--- src/rtl/if_burst_sched.sv ---
// rtl/if_burst_sched.sv - burst scheduler for the shared off-chip interface port
// Optional feature macro: IFSCHED_RR_EN (round-robin among requesters 1..NUM_REQ-1;
// fixed lowest-index priority among 1..NUM_REQ-1 when undefined).
module if_burst_sched #(
  parameter int NUM_REQ   = 7,
  parameter int BURST_LEN = 16,
  parameter int CNT_WIDTH = 8
) (
  input  logic                 clk,
  input  logic                 rst_n,
  input  logic                 Reset,
  input  logic [NUM_REQ-1:0]   Req,
  input  logic [NUM_REQ-1:0]   RdWr_Map,
  input  logic                 IF_Ack,
  input  logic                 IF_Beat,
  output logic                 IF_Req,
  output logic                 IF_RdWr,
  output logic [2:0]           IF_Sel,
  output logic [NUM_REQ-1:0]   Grant,
  output logic [CNT_WIDTH-1:0] Beat_Cnt,
  output logic                 Done
);

  typedef enum logic [1:0] {ST_IDLE, ST_CMD, ST_DATA, ST_DONE} state_t;

  localparam logic [CNT_WIDTH-1:0] LAST_BEAT = CNT_WIDTH'(BURST_LEN - 1);

  state_t                 state_q, state_d;
  logic [NUM_REQ-1:0]     grant_q, grant_d;
  logic [2:0]             sel_q, sel_d;
  logic                   rdwr_q, rdwr_d;
  logic [CNT_WIDTH-1:0]   cnt_q, cnt_d;
  logic [2:0]             win;

`ifdef IFSCHED_RR_EN
  logic [2:0]             ptr_q, ptr_d;
  int                     rr_idx;
  logic                   rr_found;
`endif

  // Winner selection: index 0 always first, then round-robin or fixed priority
  always_comb begin
    win = 3'd0;
`ifdef IFSCHED_RR_EN
    rr_idx   = 0;
    rr_found = 1'b0;
`endif
    if (!Req[0]) begin
`ifdef IFSCHED_RR_EN
      // Pointer always holds 1..NUM_REQ-1, so the search window is ptr+1 .. ptr+NUM_REQ-1
      // folded back into 1..NUM_REQ-1; index 0 is never visited here.
      for (int k = 1; k < NUM_REQ; k++) begin
        rr_idx = int'(ptr_q) + k;
        if (rr_idx > NUM_REQ - 1) begin
          rr_idx = rr_idx - (NUM_REQ - 1);
        end
        if (!rr_found && Req[rr_idx]) begin
          win      = 3'(rr_idx);
          rr_found = 1'b1;
        end
      end
`else
      for (int k = NUM_REQ - 1; k >= 1; k--) begin
        if (Req[k]) begin
          win = 3'(k);
        end
      end
`endif
    end
  end

  // Next-state logic for the burst FSM and its registered outputs
  always_comb begin
    state_d = state_q;
    grant_d = grant_q;
    sel_d   = sel_q;
    rdwr_d  = rdwr_q;
    cnt_d   = cnt_q;
`ifdef IFSCHED_RR_EN
    ptr_d   = ptr_q;
`endif
    case (state_q)
      ST_IDLE: begin
        if (|Req) begin
          state_d = ST_CMD;
          sel_d   = win;
          grant_d = NUM_REQ'(1) << win;
          rdwr_d  = RdWr_Map[win];
        end
      end
      ST_CMD: begin
        if (IF_Ack) begin
          state_d = ST_DATA;
        end
      end
      ST_DATA: begin
        if (IF_Beat) begin
          if (cnt_q == LAST_BEAT) begin
            cnt_d   = '0;
            state_d = ST_DONE;
          end else begin
            cnt_d = cnt_q + 1'b1;
          end
        end
      end
      ST_DONE: begin
        state_d = ST_IDLE;
        grant_d = '0;
        sel_d   = 3'd0;
        rdwr_d  = 1'b0;
`ifdef IFSCHED_RR_EN
        // Config bursts do not disturb the rotation among the other requesters
        if (sel_q != 3'd0) begin
          ptr_d = sel_q;
        end
`endif
      end
      default: begin
        state_d = ST_IDLE;
      end
    endcase
    // Synchronous clear abandons the burst but keeps the rotation position
    if (Reset) begin
      state_d = ST_IDLE;
      grant_d = '0;
      sel_d   = 3'd0;
      rdwr_d  = 1'b0;
      cnt_d   = '0;
`ifdef IFSCHED_RR_EN
      ptr_d   = ptr_q;
`endif
    end
  end

  // State and output registers
  always_ff @(posedge clk or negedge rst_n) begin
    if (!rst_n) begin
      state_q <= ST_IDLE;
      grant_q <= '0;
      sel_q   <= 3'd0;
      rdwr_q  <= 1'b0;
      cnt_q   <= '0;
    end else begin
      state_q <= state_d;
      grant_q <= grant_d;
      sel_q   <= sel_d;
      rdwr_q  <= rdwr_d;
      cnt_q   <= cnt_d;
    end
  end

`ifdef IFSCHED_RR_EN
  // Round-robin pointer; starts at the top index so the first search begins at 1
  always_ff @(posedge clk or negedge rst_n) begin
    if (!rst_n) begin
      ptr_q <= 3'(NUM_REQ - 1);
    end else begin
      ptr_q <= ptr_d;
    end
  end
`endif

  assign IF_Req   = (state_q == ST_CMD);
  assign Done     = (state_q == ST_DONE);
  assign IF_RdWr  = rdwr_q;
  assign IF_Sel   = sel_q;
  assign Grant    = grant_q;
  assign Beat_Cnt = cnt_q;

endmodule
--- config.mk ---
export PLATFORM = sky130hd
export DESIGN_NAME = if_burst_sched
export DESIGN_NICKNAME = d
export VERILOG_FILES = /design/src/rtl/if_burst_sched.sv
export SDC_FILE = /design/constraint.sdc
export NUM_CORES = 1
export LEC_CHECK = 0
export ABC_CLOCK_PERIOD_IN_PS = 3630
export CORE_UTILIZATION = 36
export DETAILED_ROUTE_END_ITERATION = 8
export PLACE_DENSITY_LB_ADDON = 0.25
export SLEW_MARGIN = 0
export SYNTH_ARGS = -nofsm -noshare
export SYNTH_HDL_FRONTEND = slang
export SYNTH_SLANG_ARGS = --single-unit
--- constraint.sdc ---
create_clock -name clk -period 3.63 [get_ports clk]
set_clock_uncertainty 0.1 [all_clocks]
set_input_delay 0.5445 -clock clk [delete_from_list [all_inputs] [get_ports clk]]
set_output_delay 0.5445 -clock clk [all_outputs]
set_load 0.02 [all_outputs]
Word level (Yosys, flattened, before mapping)
Cells that the tools add are included.
{ "totals": {"regBits": 21, "latchBits": 0, "mem_bits_rw": 0, "mem_bits_ro": 0, "in_bits": 19, "wordCells": 52, "mem_count": 0} }
{ "op_classes": {"n_addsub": 1, "mul": 0, "div_mod_pow": 0, "n_lt_le_gt_ge": 1, "n_eq_ne": 8, "shift": 1, "mux": 28, "bitwise_logic": 0, "reduce_logical": 8} }
{ "op_table": {"columns": ["cell", "n"], "rows": [
  ["2-to-1 mux 8 bit", 4],
  ["2-to-1 mux 3 bit", 9],
  ["2-to-1 mux 7 bit", 2],
  ["one-hot mux 7 bit (2 select lines)", 1],
  ["!= test 3 bit, second input constant", 4],
  ["2-to-1 mux 2 bit", 5],
  ["adder 8 x 1 -> 8 bit, second input constant", 1],
  ["== test 8 x 4 -> 1 bit, second input constant", 1],
  ["one-hot mux 2 bit (4 select lines)", 1],
  ["OR reduction 7 bit", 1],
  ["<< shifter 1 x 3 -> 7 bit, first input constant", 1],
  ["one-hot mux 3 bit (2 select lines)", 1],
  ["== test 2 bit, second input constant", 2],
  ["< comparator 3 x 4 -> 1 bit, second input constant", 1],
  ["AND reduction 2 bit", 2],
  ["AND reduction 4 bit", 1],
  ["nonzero test 2 bit", 2],
  ["binary-select mux 1 bit (select 3 bit)", 1],
  ["2-to-1 mux 1 bit", 3],
  ["nonzero test 3 bit", 1],
  ["== test 2 x 1 -> 1 bit, second input constant", 1],
  ["zero test 2 bit", 1],
  ["one-hot mux 1 bit (2 select lines)", 1]
]} }

Longest topological paths before layout
Gate-level depths: netlist of the first run.
{ "logic_depth": {"word_depth": 12, "mapped_depth": 8, "depth_no_buf": 7} }

Worst setup path after synthesis of the first run
OpenSTA, ideal clock, no wires.
{ "synth_path": {"path_kind": "reg-to-reg", "from": "register state_q[0]", "to": "register rdwr_q (netlist: IF_RdWr)", "setup_time_ns": 0.076, "arrival_time_ns": 1.543, "required_time_ns": 3.454, "path_slack_ns": 1.910, "stages_incl_launch_ff": 7, "n_path_buf": 0, "synth_period_minus_slack_ns": 1.720, "path_cell_list": "dfrtp_1 -> ha_1 -> nor3b_2 -> nand2_1 -> nor2_1 -> o21ai_0 -> o21ai_1"} }
{ "synth_via": {"elab_chain_len": 3} }
{ "synth_lines": {"columns": ["element", "line", "rtl"], "rows": [
  ["start: declaration", "28", "state_t state_q, state_d;"],
  ["start signal: assignment", "144", "state_q <= state_d;"],
  ["== test 2 bit (*)", null, null],
  ["via Done", "21", "output logic Done"],
  ["one-hot mux 1 bit (2 select lines) / nonzero test 3 bit (equally long branches)", null, null],
  ["2-to-1 mux 1 bit / AND reduction 2 bit (equally long branches)", null, null],
  ["end signal: assignment", "147", "rdwr_q <= rdwr_d;"],
  ["end: declaration", "31", "logic rdwr_q, rdwr_d;"]
]} }
The timed path passes the listed nets; every way through them passes the cells marked *.
A chain may end at the register's enable or synchronous reset.

Final worst setup path of the first run
{ "layout_path": {"from": "register state_q[1]", "to": "output IF_Req"} }
{ "layout_via": {"elab_chain_len": 1} }
{ "layout_lines": {"columns": ["element", "line", "rtl"], "rows": [
  ["== test 2 x 1 -> 1 bit", "163", "assign IF_Req = (state_q == ST_CMD);"],
  ["end: declaration", "16", "output logic IF_Req,"]
]} }
No other way between the ends.

==> flow_summary.ini, run 1 <==
[run_status]
status = completed

[global_route]
grt_pass1_vias = 1018
grt_start_max_net_pins = 22
antenna_found_initial = 0
grt_use_total_pct = 16.4
overflow = 0
grt_pass1_wl_mm = 4.47

[clock_network]
ctsHtreeMaxLevel = 1
cts_buffers = 3
clkSinkCount = 21
clk_latency_ns = 0.30
post_cts_buffers = 0
clk_pin_slew_worst_paths_ns = 0.12
cts.path.max_buffers = 2
postCtsHoldBufs = 0
cts_tree = yes
cts_resized = 0
root_buffer = clkbuf_4

[drt]
highest_layer = met4
wirelength_mm = 2.74
vias_per_cell = 5.18
ant_nets = 0
met1_length_mm = 1.28
vias = 1041
wl_met2_mm = 1.28
drtIter0Drc = 56
drt_pre_antenna_iters = 4
drcViolationCount = 0
wl_per_cell_um = 13.7
routed-wl-met3_um = 165

[finish]
antennaDiodeCount = 0
mostFrequentLayoutCell = clkdlybuf4s50_1
layout-drive-gt1-share_pct = 10.8
final.fill_count = 302
area_growth_pct = 35.2
nNetsFinal = 183
layout_common_cells = 39 x clkdlybuf4s50_1, 21 x dfrtp_1, 14 x nor2_1, 11 x nand2_1, 6 x ha_1

[critical_path]
worstReg2RegEnd = IF_RdWr
critPathLaunch = state_q[1]
r2r_slack_ns = 1.70
cp.required_ns = 2.99
crit_arrival_ns = 1.65
end_kind = primary output
cp_max_fo = 4
crit_path_end = IF_Req
crit-reg2reg-launch = state_q[1]
cp_cell_sequence = inv_1 > ha_1 > clkdlybuf4s50_1
crit_slowest_cell = clkdlybuf4s50_1
crit_path_max_incr_delay_ns = 0.61
critPathKind = reg -> out
crit_buf_inv = 2
critical_path_depth = 3
cpLargestDelayFamily = buffers and inverters
reg2regPathDepth = 7
cp-start-kind = register

[power_and_ir_drop]
netSwitchingFraction_pct = 35.0
finalPower_w = 0.000645
pwr-share-seq_pct = 43.6
combPwrFrac_pct = 39.4
p_sw_w = 0.000226
internal_power_w = 0.000419
p_leak_nw = 0.693
clkPwrFrac_pct = 17.0
peakVddDrop_v = 0.000187
p_per_area_mw_per_mm2 = 389

[floorplan]
die_x_um = 60.4
row_count = 20
fp.dieArea_mm2 = 0.00364
io_pins = 40
dieHeight_um = 60.4
initial_core_util_pct = 38.9
coreArea_mm2 = 0.00315

[timing]
hold_viol_final = 0
setup_violations = 0
worstMarginPinSlew_ns = 0.944
period_share_pct = 63.1
rsz0062_at_grt = no
finalSetupTns_ns = 0
maxSlewHeadroom_pct = 36.9
maxSlewViolCount = 0
period_needed_ns = 2.29
holdWs_ns = 0.398
fmax_mhz = 437

[yosys]
ys_seq_area_share_pct = 42.9
syn_area_mm2 = 0.00123
synth_flop_cell = dfrtp_1
postSynth.asyncResetShare_pct = 100
synth_top_cell_area_share_pct = 42.9
synth_edf_count = 0
syn-num-nets = 144
ys_warn_count = 0
synthCells = 119
syn_avg_cell_area_um2 = 10.3
synth-seq-cells = 21
synth_top_area_cell = dfrtp_1
ys_types = 45
synth_area_leaders = dfrtp_1 43%, ha_1 6.1%, nor2_1 4.3%

[place]
io_buffers = 39
place_hpwl_mm = 2.10
gp_congestion = 0.861

[hold_path]
holdCritPathClass = reg -> reg
worstHoldStart = IF_Sel[1]

[flow_run]
max-cap-violations = 0
## cell families after synthesis
group | synth area share [%]
fa+ha+maj | 6.12
mux | 0.816
compound gates | 21.4
xor+xnor | 4.29
buf+inv | 4.59
flops | 42.9
simple gates | 19.9
## per-stage QoR
stage	std cells	worst slack, ns	cell area [um^2]	util (%)
2_1_floorplan	119	1.91	1230	-
3_3_place_gp	197	1.25	1630	51.7
3_5_place_dp	197	1.14	1630	51.7
4_1_cts	201	1.31	1660	52.6
5_1_grt	201	1.25	1660	52.6
6_report	201	1.34	1660	52.6
## power by group through the flow
stage               combinational, W  clock [W]  sequential [W]
finish                      0.000254   0.000110        0.000281
global placement            0.000250          0        0.000285
global route                0.000279   0.000127        0.000286
detailed placement          0.000255          0        0.000286
CTS                         0.000256   0.000118        0.000282
floorplan                   0.000139          0        0.000307
## area by class of cell
class,instances,area [um^2],area share [%]
clock buffers,3,22.5,1.36
clock inverters,1,5.00,0.302
inverters,4,15.0,0.906
multi-input cells,89,644,38.9
flip-flops and latches,21,526,31.7
well taps,44,55.1,3.32
repair buffers,39,390,23.5
## Yosys cell counts (2+ instances only)
master     instances
nor2_1            14
nand4bb_1          2
and3_1             2
a32o_1             2
nor4b_1            2
o21ai_0            4
a21oi_1            5
ha_1               6
nor3_1             2
xor2_1             5
dfrtp_1           21
inv_1              4
o2111ai_1          2
nand2_1           11
nand3_1            3
o31ai_1            2
a22o_2             4
## worst reg2reg max path, stage by stage, from the launching register on
cell and delay [ns]:
dfrtp_1 0.43, inv_1 0.12, ha_1 0.20, nor3b_2 0.39
nand2_1 0.15, nor2_1 0.22, o21ai_0 0.12, o21ai_1 0.14
## sequential cells by signal, indices dropped and copies added, names as in the netlist
register and cells:
Beat_Cnt 8, Grant 7, IF_RdWr 1, IF_Sel 3
state_q 2
## metal layers
metal	vias to the layer above	GRT usage, %
li1	508	-
met5	-	0
met1	495	21.5
met4	0	5.98
met2	36	27.8
met3	2	1.92
## how the worst min path moves through the flow
stage	to	cells after the start
after global routing	IF_Sel[2]	1
after global placement	IF_Sel[1]	2
after CTS	IF_Sel[1]	2
after floorplan	Beat_Cnt[0]	0
final	IF_Sel[1]	2
after detailed placement	IF_Sel[1]	2
No activity file was read; power rests on OpenSTA's default activity.
==> inputs of run 2 (changes only) <==
--- a/config.mk
+++ b/config.mk
@@ -5,7 +5,7 @@
 export SDC_FILE = /design/constraint.sdc
 export NUM_CORES = 1
 export LEC_CHECK = 0
-export ABC_CLOCK_PERIOD_IN_PS = 3630
+export ABC_CLOCK_PERIOD_IN_PS = 2100
 export CORE_UTILIZATION = 36
 export DETAILED_ROUTE_END_ITERATION = 8
 export PLACE_DENSITY_LB_ADDON = 0.25
==> constraint.sdc (replaced) <==
create_clock -name clk -period 2.1 [get_ports clk]
set_clock_uncertainty 0.1 [all_clocks]
set_input_delay 0.315 -clock clk [delete_from_list [all_inputs] [get_ports clk]]
set_output_delay 0.315 -clock clk [all_outputs]
set_load 0.02 [all_outputs]
==> run 2 against run 1 <==
Effect of this change: clock-buffer cell count unchanged; first-iteration DRC count decreased by 45%; global-route usage increased by 1.4 points; wire length increased by 7.4%; via count increased by 3.6%; cell count increased by 5.0%; highest routed layer unchanged.
==> flow_summary.ini, run 2 (same netlist as run 1, synthesis figures left out) <==
[finish]
antennaDiodeCount = 0
nNetsFinal = 193
layout_common_cells = 37 x clkdlybuf4s50_1, 21 x dfrtp_1, 14 x nor2_1, 11 x nand2_1, 10 x buf_4
area_growth_pct = 41.7
largest_register_ffs = 8
final.fill_count = 297
fin_area_mm2 = 0.00174
mostFrequentLayoutCell = clkdlybuf4s50_1
layout-drive-gt1-share_pct = 16.2

[clock_network]
clkSinkCount = 21
clk_latency_ns = 0.30
root_buffer = clkbuf_4
clk_pin_slew_worst_paths_ns = 0.12
post_cts_buffers = 0
cts.path.max_buffers = 2
ctsHtreeMaxLevel = 1
cts_tree = yes
cts_buffers = 3

[critical_path]
end_kind = primary output
cpLargestDelayFamily = buffers and inverters
crit_buf_inv = 1
crit_slowest_cell = clkdlybuf4s50_1
crit_path_max_incr_delay_ns = 0.65
cp.required_ns = 1.68
cp-start-kind = register
critPathKind = reg -> out
cp_max_fo = 7
cp_cell_sequence = clkdlybuf4s50_1
crit_arrival_ns = 1.45

[timing]
period_share_pct = 88.7
rsz0062_at_grt = no
period_needed_ns = 1.86
hold_viol_final = 0
fmax_mhz = 537
maxSlewHeadroom_pct = 71.7
setup_violations = 0
fin_ws_ns = 0.238
maxSlewViolCount = 0
worstMarginPinSlew_ns = 0.418

[power_and_ir_drop]
p_per_area_mw_per_mm2 = 663
internal_power_w = 0.000743
pwr-share-seq_pct = 42.2
p_leak_nw = 0.775
netSwitchingFraction_pct = 35.5
clkPwrFrac_pct = 17.0
combPwrFrac_pct = 40.8
p_sw_w = 0.000409
peakVddDrop_v = 0.000490

[drt]
wl_per_cell_um = 14.0
drt_pre_antenna_iters = 4
wirelength_mm = 2.95
vias_per_cell = 5.11
drcViolationCount = 0
vias = 1078
drtIter0Drc = 31
ant_nets = 0

[global_route]
grt_pass1_vias = 1092
grt_pass1_wl_mm = 4.77
overflow = 0
grt_start_max_net_pins = 22
antenna_found_initial = 0
grt_use_total_pct = 17.8

[floorplan]
coreArea_mm2 = 0.00315
dieHeight_um = 60.4
row_count = 20
initial_core_util_pct = 38.9
fp.dieArea_mm2 = 0.00364
io_pins = 40
die_x_um = 60.4

[place]
place_area_mm2 = 0.00171
gp_congestion = 0.813
io_buffers = 39
place_hpwl_mm = 2.27
post-place-ws_ns = -0.0339

[flow_run]
max-cap-violations = 0

[run_status]
status = completed

[hold_path]
holdCritPathClass = in -> async
-- run 2: cell types whose count changed in the layout (fill, tap and decap cells not counted), sizes merged --
| cell | before | now |
|---|---|---|
| dlymetal6s2s | 0 | 2 |
| buf | 0 | 10 |
| clkdlybuf4s50 | 39 | 37 |
-- run 2: power groups by stage --
stage	clock (W)	combinational, W	sequential (W)
finish	0.000196	0.000470	0.000487
global route	0.000223	0.000509	0.000493
CTS	0.000202	0.000476	0.000487
detailed placement	0	0.000468	0.000495
global placement	0	0.000455	0.000493
floorplan	0	0.000240	0.000530
-- run 2: final cells by class --
type	count	area, um^2	area share (%)
Sequential cell	21	526	30.2
Clock inverter	1	5.00	0.288
Clock buffer	3	22.5	1.30
Timing Repair Buffer	49	470	27.1
Inverter	4	15.0	0.864
Tap cell	44	55.1	3.17
Multi-Input combinational cell	89	644	37.1
-- run 2: path summary, 6_finish.rpt --
check                                 start     endpoint  slack [ns]  cells past startpoint
worst max-delay path            Beat_Cnt[2]  Beat_Cnt[2]        0.24                      1
worst min-delay path                  rst_n  Beat_Cnt[0]        0.23                      2
worst max register to register   state_q[0]    IF_Sel[1]        0.29                      5
worst min register to register    IF_Sel[2]    IF_Sel[2]        0.39                      1
max in group asynchronous             rst_n  Beat_Cnt[5]        1.45                      2
min in group clk                  IF_Sel[2]    IF_Sel[2]        0.39                      1
-- run 2: per-stage QoR --
stage | setup TNS (ns) | std cells | total power, W | hold WS [ns] | utilization (%)
2_1_floorplan | 0 | 119 | 0.000770 | -0.0806 | -
5_1_grt | 0 | 211 | 0.00123 | 0.247 | 55.1
6_report | 0 | 211 | 0.00115 | 0.235 | 55.1
3_5_place_dp | -0.0339 | 207 | 0.000963 | 0.372 | 54.1
3_3_place_gp | 0 | 207 | 0.000947 | 0.368 | 54.1
4_1_cts | 0 | 211 | 0.00116 | 0.238 | 55.0
-- run 2: repair_timing --
item	4_1_cts	5_1_grt
resized for setup	0	2
hold buffers	0	0
endpoints found under the setup margin	0	2
-- run 2: worst register-to-register path, cell delays in order (launching register included) --
cell and delay, ns:
dfrtp_1 0.42, inv_1 0.11, ha_1 0.24, or2_2 0.31, a21oi_4 0.33, o21ai_0 0.18
-- run 2: layer usage --
layer  up-vias  wire, um  track usage [%]  share of wire [%]
met5         -         0                0                  0
met4         0        20             6.98               0.68
met3         2       134             2.35                4.5
met2        30      1390             30.6                 47
met1       516      1400             22.6                 48
li1        530         -                -                  -
==> inputs of run 3 (changes only) <==
--- a/config.mk
+++ b/config.mk
@@ -5,6 +5,7 @@
 export SDC_FILE = /design/constraint.sdc
 export NUM_CORES = 1
 export LEC_CHECK = 0
+export ABC_AREA = 1
 export ABC_CLOCK_PERIOD_IN_PS = 2100
 export CORE_UTILIZATION = 36
 export DETAILED_ROUTE_END_ITERATION = 8
==> run 3 against run 2 <==
Effect of this change: global-route usage decreased by 1.7 points; wire length down 12%; sequential share of layout area rose by 0.29 points; synthesized area rose by 1.7%; cell count grew 20%; clock-buffer cell count is the same; clock power hardly changed; critical path depth is 1 higher.
==> flow_summary.ini, run 3 <==
[floorplan]
die_x_um = 60.9
fp.dieArea_mm2 = 0.00370
dieHeight_um = 60.9
io_pins = 40
coreArea_mm2 = 0.00334
initial_core_util_pct = 37.4
row_count = 21

[place]
gp_congestion = 0.878
post-place-ws_ns = 0.196
place_area_mm2 = 0.00169
place_hpwl_mm = 2.11
io_buffers = 39

[critical_path]
end_kind = primary output
critPathKind = reg -> out
cp_max_fo = 4
cp-start-kind = register
cp.required_ns = 1.68
crit_arrival_ns = 1.52

[timing]
maxSlewViolCount = 0
worstMarginPinSlew_ns = 0.395
setup_violations = 0
period_share_pct = 92.1
fmax_mhz = 517
finalSetupTns_ns = 0
maxSlewHeadroom_pct = 73.7
period_needed_ns = 1.93
rsz0062_at_grt = no
fin_ws_ns = 0.167
hold_viol_final = 0

[yosys]
syn_area_mm2 = 0.00125
syn_avg_cell_area_um2 = 7.56
synthCells = 165
yosys-top-cells-count = 38 x nand2_1, 26 x inv_1, 21 x dfrtp_1
synth_most_common_cell = nand2_1
synth_flop_cell = dfrtp_1
syn-num-nets = 190
postSynth.asyncResetShare_pct = 100
ys_types = 23
ys_seq_area_share_pct = 42.1
synth_top_area_cell = dfrtp_1
ys_warn_count = 0
synth_edf_count = 0
synth_top_cell_area_share_pct = 42.1
synth-seq-cells = 21
synth_area_leaders = dfrtp_1 42%, nand2_1 11%, inv_1 7.8%

[power_and_ir_drop]
pwr-share-seq_pct = 42.9
p_leak_nw = 0.824
clkPwrFrac_pct = 17.1
finalPower_w = 0.00116
p_per_area_mw_per_mm2 = 671
combPwrFrac_pct = 40.0
peakVddDrop_v = 0.000194
netSwitchingFraction_pct = 37.2
internal_power_w = 0.000726
p_sw_w = 0.000430

[global_route]
grt_use_total_pct = 16.1
overflow = 0
antenna_found_initial = 0
grt_pass1_vias = 1102
grt_start_max_net_pins = 22
grt_pass1_wl_mm = 4.53

[finish]
largest_register_ffs = 8
multi_input_area_um2 = 606
layout_common_cells = 38 x nand2_1, 38 x clkdlybuf4s50_1, 26 x inv_1, 21 x dfrtp_1, 18 x nor2_1
final.fill_count = 329
antennaDiodeCount = 0
layout-drive-gt1-share_pct = 8.65
fin_area_mm2 = 0.00172
area_growth_pct = 38.0
nNetsFinal = 234
seq_area_um2 = 526

[clock_network]
cts_buffers = 3
clk_pin_slew_worst_paths_ns = 0.12
root_buffer = clkbuf_4
postCtsHoldBufs = 0
clk_latency_ns = 0.31
post_cts_buffers = 0
ctsHtreeMaxLevel = 1
clkSinkCount = 21
cts.path.max_buffers = 2
cts_tree = yes

[drt]
wirelength_mm = 2.58
vias_per_cell = 4.69
drcViolationCount = 0
ant_nets = 0
drtIter0Drc = 95
drt_pre_antenna_iters = 4
vias = 1190
wl_per_cell_um = 10.2

[hold_path]
holdCritPathClass = in -> async

[run_status]
status = completed

[flow_run]
max-cap-violations = 0
-- run 3: kinds of logic (layout without fill, tap and decap cells) --
group	count (synthesis)	count (layout)	synth area share, %
adders and majority gates	6	6	6.02
and+or+nand+nor	84	84	30.9
DFF	21	21	42.1
AOI/OAI and AO/OA	22	22	9.53
buffers and inverters	29	72	9.33
xor gates and xnor gates	3	3	2.11
-- run 3: worst max-delay path, cell delays in order (launching register included) --
cell and delay, ns:
dfrtp_1 0.42, ha_1 0.19, clkdlybuf4s50_1 0.61
-- run 3: routing by layer --
layer | wire length [um] | global-route usage (%)
met2 | 1330 | 28.1
met5 | 0 | 0
met4 | 0 | 5.19
met3 | 86 | 2.13
met1 | 1160 | 20.5
-- run 3: layout make-up --
type / instances / area share, %
flip-flops and latches: 21 / 30.5
inverters: 28 / 6.10
repair buffers: 40 / 23.3
clock inverters: 1 / 0.291
multi-input cells: 115 / 35.2
clock buffers: 3 / 1.31
well taps: 46 / 3.34
-- run 3: power by group through the flow --
stage / Sequential, W / Clock (W) / Combinational (W)
after floorplan: 0.000548 / 0 / 0.000242
after global placement: 0.000505 / 0 / 0.000457
after detailed placement: 0.000505 / 0 / 0.000469
after CTS: 0.000497 / 0.000202 / 0.000470
after global routing: 0.000504 / 0.000223 / 0.000521
final: 0.000496 / 0.000197 / 0.000463
-- run 3: worst paths after layout --
check | from | end | slack, ns | cells after the start
setup reg to reg | state_q[1] | IF_RdWr | 0.38 | 9
max in group asynchronous | rst_n | Grant[6] | 1.43 | 2
hold / removal | rst_n | Beat_Cnt[0] | 0.25 | 2
setup / recovery | state_q[1] | Done | 0.17 | 2
min in group clk | IF_Sel[2] | IF_Sel[2] | 0.40 | 2
hold reg to reg | IF_Sel[2] | IF_Sel[2] | 0.40 | 2
-- run 3: timing repair --
action	4_1_cts	5_1_grt
endpoints found under the hold margin	0	0
resized for setup	0	1
endpoints found under the setup margin	0	1
-- run 3: metrics by stage --
step / util [%] / instances / hold slack, ns
after floorplan: - / 165 / -0.0806
after global placement: 50.7 / 250 / 0.373
after detailed placement: 50.7 / 250 / 0.374
after CTS: 51.5 / 254 / 0.262
after global routing: 51.6 / 254 / 0.256
final: 51.6 / 254 / 0.247
